==> src/rtl/parking_counter.sv <==
// rtl/parking_counter.sv - debounced two-sensor lane tracker with saturating occupancy counter
module parking_counter #(
  parameter int LANES    = 2,
  parameter int CAPACITY = 15,
  parameter int DEBOUNCE = 2,
  localparam int CNT_W   = $clog2(CAPACITY + 1)
) (
  input  logic             clk,
  input  logic             reset,
  input  logic [LANES-1:0] a,
  input  logic [LANES-1:0] b,
  input  logic             clr_err,
  output logic [LANES-1:0] inc,
  output logic [LANES-1:0] dec,
  output logic [CNT_W-1:0] count,
  output logic             full,
  output logic             empty,
  output logic             err
);

  // Four extra bits leave room for +/-LANES (max 8) around the count without wrap.
  localparam int SUM_W = CNT_W + 4;

  // One-hot lane states; suffix is the filtered (a,b) pair seen in that state.
  typedef enum logic [6:0] {
    IDLE = 7'b0000001,
    E_10 = 7'b0000010,
    E_11 = 7'b0000100,
    E_01 = 7'b0001000,
    X_01 = 7'b0010000,
    X_11 = 7'b0100000,
    X_10 = 7'b1000000
  } state_t;

  state_t           state_q [LANES];
  state_t           state_d [LANES];
  logic [LANES-1:0] fa_q, fa_d;
  logic [LANES-1:0] fb_q, fb_d;
  logic [3:0]       ca_q [LANES];
  logic [3:0]       ca_d [LANES];
  logic [3:0]       cb_q [LANES];
  logic [3:0]       cb_d [LANES];
  logic [LANES-1:0] inc_q, inc_d;
  logic [LANES-1:0] dec_q, dec_d;
  logic [LANES-1:0] jump_err;
  logic [CNT_W-1:0] count_q, count_d;
  logic             err_q, err_d;
  logic             clamp;
  logic [SUM_W-1:0] n_inc, n_dec;
  logic signed [SUM_W-1:0] sum;

  // One debounce step: returns {filtered bit, run counter}. The run restarts
  // whenever the raw bit agrees with the filtered bit.
  function automatic logic [4:0] deb_step(input logic raw, input logic filt,
                                          input logic [3:0] run);
    logic [4:0] nxt;
    if (raw == filt) begin
      nxt = {filt, 4'd0};
    end else if (({1'b0, run} + 5'd1) >= 5'(DEBOUNCE)) begin
      nxt = {raw, 4'd0};
    end else begin
      nxt = {filt, run + 4'd1};
    end
    return nxt;
  endfunction

  // Per-lane debounce filters on both sensors.
  always_comb begin
    fa_d = fa_q;
    fb_d = fb_q;
    for (int i = 0; i < LANES; i++) begin
      {fa_d[i], ca_d[i]} = deb_step(a[i], fa_q[i], ca_q[i]);
      {fb_d[i], cb_d[i]} = deb_step(b[i], fb_q[i], cb_q[i]);
    end
  end

  // Per-lane entry/exit sequence tracking on the filtered sensor pair.
  always_comb begin
    logic [1:0] ab;
    ab       = 2'b00;
    inc_d    = '0;
    dec_d    = '0;
    jump_err = '0;
    for (int i = 0; i < LANES; i++) begin
      ab          = {fa_q[i], fb_q[i]};
      state_d[i]  = state_q[i];
      unique case (state_q[i])
        IDLE: begin
          case (ab)
            2'b10:   state_d[i] = E_10;
            2'b01:   state_d[i] = X_01;
            2'b11:   jump_err[i] = 1'b1;
            default: state_d[i] = IDLE;
          endcase
        end
        E_10: begin
          case (ab)
            2'b11:   state_d[i] = E_11;
            2'b00:   state_d[i] = IDLE;
            2'b01:   begin state_d[i] = IDLE; jump_err[i] = 1'b1; end
            default: state_d[i] = E_10;
          endcase
        end
        E_11: begin
          case (ab)
            2'b01:   state_d[i] = E_01;
            2'b10:   state_d[i] = E_10;
            2'b00:   state_d[i] = IDLE;
            default: state_d[i] = E_11;
          endcase
        end
        E_01: begin
          case (ab)
            2'b00:   begin state_d[i] = IDLE; inc_d[i] = 1'b1; end
            2'b11:   state_d[i] = E_11;
            2'b10:   begin state_d[i] = IDLE; jump_err[i] = 1'b1; end
            default: state_d[i] = E_01;
          endcase
        end
        X_01: begin
          case (ab)
            2'b11:   state_d[i] = X_11;
            2'b00:   state_d[i] = IDLE;
            2'b10:   begin state_d[i] = IDLE; jump_err[i] = 1'b1; end
            default: state_d[i] = X_01;
          endcase
        end
        X_11: begin
          case (ab)
            2'b10:   state_d[i] = X_10;
            2'b01:   state_d[i] = X_01;
            2'b00:   state_d[i] = IDLE;
            default: state_d[i] = X_11;
          endcase
        end
        X_10: begin
          case (ab)
            2'b00:   begin state_d[i] = IDLE; dec_d[i] = 1'b1; end
            2'b11:   state_d[i] = X_11;
            2'b01:   begin state_d[i] = IDLE; jump_err[i] = 1'b1; end
            default: state_d[i] = X_10;
          endcase
        end
        default: state_d[i] = IDLE;
      endcase
    end
  end

  // Net all lane pulses first, then saturate to [0, CAPACITY].
  always_comb begin
    n_inc = '0;
    n_dec = '0;
    for (int i = 0; i < LANES; i++) begin
      n_inc = n_inc + SUM_W'(inc_q[i]);
      n_dec = n_dec + SUM_W'(dec_q[i]);
    end
    sum   = $signed({4'b0000, count_q}) + $signed(n_inc) - $signed(n_dec);
    clamp = 1'b0;
    if (sum[SUM_W-1]) begin
      count_d = '0;
      clamp   = 1'b1;
    end else if (sum > $signed(SUM_W'(CAPACITY))) begin
      count_d = CNT_W'(CAPACITY);
      clamp   = 1'b1;
    end else begin
      count_d = sum[CNT_W-1:0];
    end
  end

  // Sticky error: a new set condition overrides a simultaneous clear.
  always_comb begin
    err_d = clamp | (|jump_err) | (err_q & ~clr_err);
  end

  // State registers with synchronous active-high reset.
  always_ff @(posedge clk) begin
    if (reset) begin
      for (int i = 0; i < LANES; i++) begin
        state_q[i] <= IDLE;
        ca_q[i]    <= 4'd0;
        cb_q[i]    <= 4'd0;
      end
      fa_q    <= '0;
      fb_q    <= '0;
      inc_q   <= '0;
      dec_q   <= '0;
      count_q <= '0;
      err_q   <= 1'b0;
    end else begin
      for (int i = 0; i < LANES; i++) begin
        state_q[i] <= state_d[i];
        ca_q[i]    <= ca_d[i];
        cb_q[i]    <= cb_d[i];
      end
      fa_q    <= fa_d;
      fb_q    <= fb_d;
      inc_q   <= inc_d;
      dec_q   <= dec_d;
      count_q <= count_d;
      err_q   <= err_d;
    end
  end

  assign inc   = inc_q;
  assign dec   = dec_q;
  assign count = count_q;
  assign full  = (count_q == CNT_W'(CAPACITY));
  assign empty = (count_q == '0);
  assign err   = err_q;

endmodule

==> config.mk <==
export PLATFORM = sky130hd
export DESIGN_NAME = parking_counter
export DESIGN_NICKNAME = d
export VERILOG_FILES = /design/src/rtl/parking_counter.sv
export SDC_FILE = /design/constraint.sdc
export NUM_CORES = 1
export LEC_CHECK = 0
export BUFFER_PORTS_ARGS = -buffer_cell sky130_fd_sc_hd__buf_2
export CORE_ASPECT_RATIO = 1.25
export CORE_MARGIN = 2
export CORE_UTILIZATION = 40
export DETAILED_ROUTE_END_ITERATION = 10
export PLACE_DENSITY = 0.57
export SYNTH_ARGS = -nofsm -noshare
export SYNTH_HDL_FRONTEND = slang
export SYNTH_SLANG_ARGS = --single-unit
==> constraint.sdc <==
create_clock -name clk -period 2.35 [get_ports clk]
set_input_delay 0.1175 -clock clk [delete_from_list [all_inputs] [get_ports clk]]
set_output_delay 0.1175 -clock clk [all_outputs]
set_load 0.02 [all_outputs]
==> metrics, run 1 <==
hold path startpoint=a[1]; outcome=finished, final reports clean; CTS Root Cell=clkbuf_8; die area=about 7000 sq um; Worst-Margin Slew=~0.63 ns; post-route non-filler standard cell count=400; Reg-to-Reg Start=dec[0]; hold violation count in the final report=0; number of buffers created by CTS=5; I/O Buffers=17; clock slew at reported path FFs=around 0.080 ns; largest family of logic cells by synthesized area=simple AND/OR/NAND/NOR gates; number of synthesized flops with an enable pin=0; diode count=0; post-placement cell count=391; synthesized instance count=between 200 and 300; # hold bufs at CTS=0; first-pass GRT wire length=~8400 microns; RSZ-0062 raised after global routing=true; dpl ws=approximately 0.0064 ns; layout cell share with drive strength beyond 1=0.1492; vias post-DR=~2000; number of global-route vias before repair=1938; mux cell area share after synthesis=0.01580; Post-Synthesis Cell Area=2534 sq um; max incr delay on CP=0.49 ns; crit-path leading delay family=adder cells; period utilization=0.9554; top cell type by total area after synthesis=dfxtp_1; Final ANT Viol Nets=0; clock skew=0.005466 ns; placed instance area=2749 sq um; Routed WL per cell=between 10 and 15 microns; Max-slew headroom=0.5788; design area=slightly below 3000 sq um; # rows=32; fraction of the mapped netlist area in adder cells=0.1719; PwrDens=approximately 720 nW/um^2; CP endpoint kind=register; xor/xnor share of the synthesized area=0.06222; pin count of the biggest net entering global routing=20; maximum clock rate=approximately 0.45 GHz; Starting Density=0.4109; post-synth top area share=0.3398; Final setup viols=0; H-tree depth=2; # IOs=18; final cell utilization of the core=0.4702; worst endpoint required time=between 2 and 3 ns; TritonRoute pass-1 iters=4; worst setup margin=about 0.10 ns; Crit. Startpoint=dec[0]; clk_lat worst skew=around 0.30 ns; CP Max Fanout=3; reg2reg setup slack=approximately 0.10 ns; total gr overflow=0; area delta synth->final=14.42%; cell at the slowest stage of the critical path=fa_1; global-route total usage across every layer=0.1539; Synth Area in Compound Gates=0.1240; FF-to-FF End=count[2]; Worst Hold Class=in2reg; Worst Reg-to-Reg Cells=11; DRT iter0 DRCs=between 100 and 150; Buf+Inv Stages, Crit Path=4; max cap viols=0; CTS sink count=43; Cell variety after synth=slightly above 50; CTS tree=done; sequential-to-total area share from yosys stat=0.3398; hold path depth=3; DIE HEIGHT=92.98 microns; Hold EP=fa_q[1]; Clock Path Buffers=2; async set-reset flop share out of synthesis=0; final WL=a little under 5000 microns; simple-gate share of the synthesized area=0.2148; syn_area_per_cell=8.859 sq um; Final Max Slew Viols=0; drt drc=0; critical path arrival=around 2.4 ns; Primary FF master, synth=dfxtp_1; final net count=about 350; die width=75.19 microns; CP Class=reg2reg; Startpoint Class=register; synth warn=0; fillers=about 640; Area contributors post-synth=dfxtp_1 (34%), ha_1 (15%), nor2_1 (4.7%); minimum clock period=roughly 2.2 ns; CP cell instances=inv_2, fa_1, inv_1, fa_2, inv_2, ha_4, a21oi_2, o21bai_1, xnor2_2, buf_4, o21a_1; FF+latch count, synth=43; most frequent CP cell=inv_2; gpl congestion=around 0.86; initial antenna violation count=0; Leak=roughly 1.3 nW; post-route setup TNS=0 ns; Max VDD drop=just over 0.3 mV; DP HPWL=3649 microns; routed vias/inst=between 5 and 6; core box area=slightly above 6000 sq um
worst max path at each step:
stage / cells past startpoint / to / slack (ns)
4_1_cts: 11 / count[2] / 0.006
6_report: 11 / count[2] / 0.10
3_5_place_dp: 11 / err / 0.006
3_3_place_gp: 11 / err / 0.06
5_1_grt: 11 / count[2] / -0.02
2_1_floorplan: 11 / err / 0.04
repair_timing:
item,CTS,global route
endpoints found under the setup margin,2,5
resized for setup,4,7
buffers inserted,1,0
pin swaps,2,5
cell usage after synthesis (all sizes together) (4+ instances only):
| cell type | instances |
|---|---|
| a21oi | 14 |
| buf | 8 |
| clkbuf | 8 |
| dfxtp | 43 |
| ha | 30 |
| inv | 26 |
| mux2i | 4 |
| nand2 | 11 |
| nand3 | 4 |
| nor2 | 32 |
| nor3 | 11 |
| nor4 | 8 |
| nor4b | 6 |
| o21ai | 6 |
| or4 | 6 |
| xnor2 | 12 |
| xor2 | 6 |
metrics by stage:
| step | hold WS [ns] | power, mW |
|---|---|---|
| final | 0.08178 | 2.093 |
| after global routing | 0.08877 | 2.256 |
| after CTS | 0.08186 | 2.090 |
| after detailed placement | 0.3921 | 1.526 |
| after global placement | 0.3826 | 1.522 |
| after floorplan | 0.2614 | 1.338 |
kinds of logic (layout without fill, tap and decap cells):
group,count (synthesis),count (layout)
AO/OA/AOI/OAI,47,47
XOR/XNOR,18,18
other,1,12
adder cells (fa/ha/maj),33,33
multiplexers,4,4
AND/OR/NAND/NOR,98,98
buffers and inverters,42,60
flip-flops,43,43
layout make-up:
| class | count | area (sq um) | share of cell area |
|---|---|---|---|
| Clock buffer | 8 | 100.1 | 0.03453 |
| Sequential cell | 43 | 863.3 | 0.2978 |
| Timing Repair Buffer | 26 | 152.6 | 0.05265 |
| Tap cell | 85 | 106.4 | 0.03669 |
| Multi-Input combinational cell | 212 | 1579 | 0.5447 |
| Inverter | 26 | 97.59 | 0.03366 |
worst register-to-register path, stage by stage, from the launching register on:
cell,delay [ns]
dfxtp_2,0.33
inv_2,0.03
fa_1,0.49
inv_1,0.05
fa_2,0.33
inv_2,0.07
ha_4,0.14
a21oi_2,0.05
o21bai_1,0.20
xnor2_2,0.13
buf_4,0.16
o21a_1,0.16
cell usage in the layout, fill, tap and decap left out, types with 2 or more instances in the layout:
cell,Yosys,layout
dfxtp_1,43,41
nor2_1,32,31
ha_1,30,29
inv_1,26,24
buf_2,4,17
a21oi_1,14,13
conb_1,1,12
nand2_1,11,11
xnor2_1,12,11
nor3_1,10,10
buf_4,0,9
nor4_1,8,8
clkbuf_8,0,7
o21ai_0,6,6
nor4b_1,6,6
xor2_1,6,6
or4_1,5,5
nand3_1,4,4
mux2i_1,4,4
and3_1,3,3
o211ai_1,3,3
o21a_1,3,3
nor2b_1,3,3
a31oi_1,3,3
inv_2,0,2
o31ai_1,2,2
or3_1,2,2
a32oi_1,2,2
and3b_1,2,2
nand3b_1,2,2
a22oi_1,2,2
o22ai_1,2,2
nand4_1,2,2
fa_2,0,2
dfxtp_2,0,2
per-layer routing:
layer / up-vias / global-route usage / part of all wire
li1: 1039 / - / -
met2: 40 / 0.2661 / 0.51
met3: 9 / 0.02478 / 0.041
met1: 958 / 0.1811 / 0.43
met4: 0 / 0.07164 / 0.019
met5: - / 0 / 0
where the power goes:
part / switching (mW) / leakage, nW / internal (mW)
Clock: 0.249 / 0.0515 / 0.268
Sequential: 0.0788 / 0.355 / 0.797
Combinational: 0.379 / 0.900 / 0.321
Total: 0.706 / 1.31 / 1.39
state kept, by name, summed over array words and instances (netlist names):
name	count
err	1
ca_q	8
fa_q	2
dec	2
cb_q	8
count	4
inc	2
state_q	14
fb_q	2
(Power assumes the default switching activity.)
==> run 2, diff against run 1 <==
--- a/config.mk
+++ b/config.mk
@@ -10,7 +10,6 @@
 export CORE_MARGIN = 2
 export CORE_UTILIZATION = 40
 export DETAILED_ROUTE_END_ITERATION = 10
-export PLACE_DENSITY = 0.57
 export SYNTH_ARGS = -nofsm -noshare
 export SYNTH_HDL_FRONTEND = slang
 export SYNTH_SLANG_ARGS = --single-unit
==> run 2 against run 1 <==
Routed wire length rose by 2.1%. Combinational power decreased by 0.7%. Design area did not move. Critical path depth fell by 2. Non-clock buffer count down 3. Via count down 1.8%. Critical endpoint is now err. Largest power group unchanged.
==> metrics, run 2 (synthesis results as in run 1) <==
Final ANT Viol Nets=0 (unchanged); number of buffers created by CTS=5 (unchanged); CTS sink count=43 (unchanged); clock skew=0.005359 ns (-0.0001071 ns); max incr delay on CP=0.56 ns (+0.07 ns); PwrDens=749.8 nW/um^2 (+3.9%); Switching Share=0.3266 (-0.01098); first-pass GRT wire length=8576 microns (+2.3%); outcome=finished, final reports clean; Top Registers=state_q: 14 flops, ca_q: 8 flops, cb_q: 8 flops; Multi-input gate area=1584 sq um (+0.32%); CP endpoint kind=register; number of global-route vias before repair=1975 (+1.9%); routed vias/inst=5.060 (-1.1%); clk_lat worst skew=0.30 ns (about the same); final WL=4933 microns (+2.1%); I/O Buffers=17 (unchanged); part of the power in registers=0.407 (-0.012); total gr overflow=0 (unchanged); # hold bufs at CTS=0 (unchanged); Startpoint Class=register; vias post-DR=2009 (-1.8%); RSZ-0062 raised after global routing=true; period utilization=0.9631 (+0.007695); DP HPWL=3678 microns (+0.79%); # rows=32 (unchanged); most common cell after layout, fill and taps aside=dfxtp_1; max reg flops=14 (unchanged); critical path arrival=2.43 ns (about the same); Worst-Margin Slew=0.7000 ns (+0.07360 ns); Highest Signal Layer=met4; Final Max Slew Viols=0 (unchanged); Buf+Inv Stages, Crit Path=3 (-1); core box area=6166 sq um (unchanged); Logic pwr share=0.320 (-0.014); hold violation count in the final report=0 (unchanged); worst hold slack=0.08316 ns (+0.001383 ns); clock slew at reported path FFs=0.08 ns (about the same); worst endpoint required time=2.52 ns (-0.03 ns); Net Switching=0.7098 mW (+0.49%); Routed WL per cell=12.43 microns (+2.9%); global-route total usage across every layer=0.1555 (+0.001592); pin count of the biggest net entering global routing=20 (unchanged); wl on met1=2121 microns (+1.6%); crit-path leading delay family=adder cells; Design Power=2.174 mW (+3.9%); Storage cell area=863.3 sq um (unchanged); DIE HEIGHT=92.98 microns (unchanged); die area=6991 sq um (unchanged); Worst Hold Class=in2reg; Final setup viols=0 (unchanged); met3 WL=193 microns (-3.5%); Starting Density=0.4109 (unchanged); die width=75.19 microns (unchanged); TritonRoute pass-1 iters=4 (unchanged); gpl congestion=0.8681 (+1.1%); CTS tree=done; Clk network pwr share=0.274 (+0.027); diode count=0 (unchanged); CP Class=reg2reg; Clock Path Buffers=2 (unchanged); max cap viols=0 (unchanged); Top reg by flops=state_q; minimum clock period=2.263 ns (+0.01808 ns); drt drc=0 (unchanged); CP Max Fanout=3 (unchanged); most frequent cells in the layout=dfxtp_1 (41), nor2_1 (32), ha_1 (29), inv_1 (23), buf_2 (17); post-route setup TNS=0 ns (unchanged); area delta synth->final=14.42% (unchanged); maximum clock rate=0.4418 GHz (-0.80%); Max VDD drop=0.4555 mV (+49%); fillers=615 (-4.5%); Pint=1.464 mW (+5.6%); DR WL met2=2536 microns (+3.6%); Leak=1.307 nW (about the same); initial antenna violation count=0 (unchanged); final net count=351 (-0.85%); H-tree depth=2 (unchanged); CP cell instances=fa_1, inv_2, fa_2, inv_2, ha_4, fa_1, inv_1, a221oi_2, a31oi_1; DRT iter0 DRCs=120 (+18%); layout cell share with drive strength beyond 1=0.1474 (-0.001770); # IOs=18 (unchanged); CTS Root Cell=clkbuf_8; Max-slew headroom=0.5293 (-0.04949); cell at the slowest stage of the critical path=fa_1
run 2: stage by stage:
stage,setup WS [ns],area [sq um],cells,util
6_report,0.08669,2899,397,0.4702
5_1_grt,-0.05019,2899,397,0.4702
4_1_cts,0.005073,2870,397,0.4655
3_5_place_dp,0.007924,2734,389,0.4434
3_3_place_gp,0.05497,2734,389,0.4434
2_1_floorplan,0.03738,2577,297,-
run 2: worst min-delay path: stages:
cell and delay (ns):
buf_2 0.09, mux2i_1 0.06, nor2_1 0.07
run 2: worst paths after layout:
kind | start | endpoint | slack (ns) | cells after the start
setup reg to reg | inc[1] | err | 0.09 | 9
setup / recovery | inc[1] | err | 0.09 | 9
hold / removal | b[0] | fb_q[0] | 0.08 | 3
hold reg to reg | cb_q[0][4] | cb_q[0][4] | 0.50 | 1
run 2: layer usage:
| metal | vias to the layer above | global-route usage |
|---|---|---|
| li1 | 1029 | - |
| met1 | 925 | 0.1908 |
| met2 | 50 | 0.2610 |
| met3 | 5 | 0.02909 |
| met4 | 0 | 0.06579 |
| met5 | - | 0 |
run 2: power by group through the flow:
stage | combinational (mW) | sequential [mW] | clock, mW
2_1_floorplan | 0.429 | 0.909 | 0
3_3_place_gp | 0.620 | 0.896 | 0
3_5_place_dp | 0.622 | 0.897 | 0
4_1_cts | 0.659 | 0.881 | 0.619
5_1_grt | 0.778 | 0.899 | 0.654
6_report | 0.695 | 0.884 | 0.595
run 2: layout make-up:
class	instances	area share
Inverter	26	0.03366
Sequential cell	43	0.2978
Tap cell	85	0.03669
Clock inverter	2	0.01208
Multi-Input combinational cell	212	0.5464
Clock buffer	6	0.02849
Timing Repair Buffer	23	0.04489
run 2: timing repair:
| action | in CTS | in global routing |
|---|---|---|
| pin swaps | 4 | 8 |
| resized for setup | 4 | 8 |
| setup endpoints to repair | 2 | 5 |
| setup buffers | 0 | 0 |
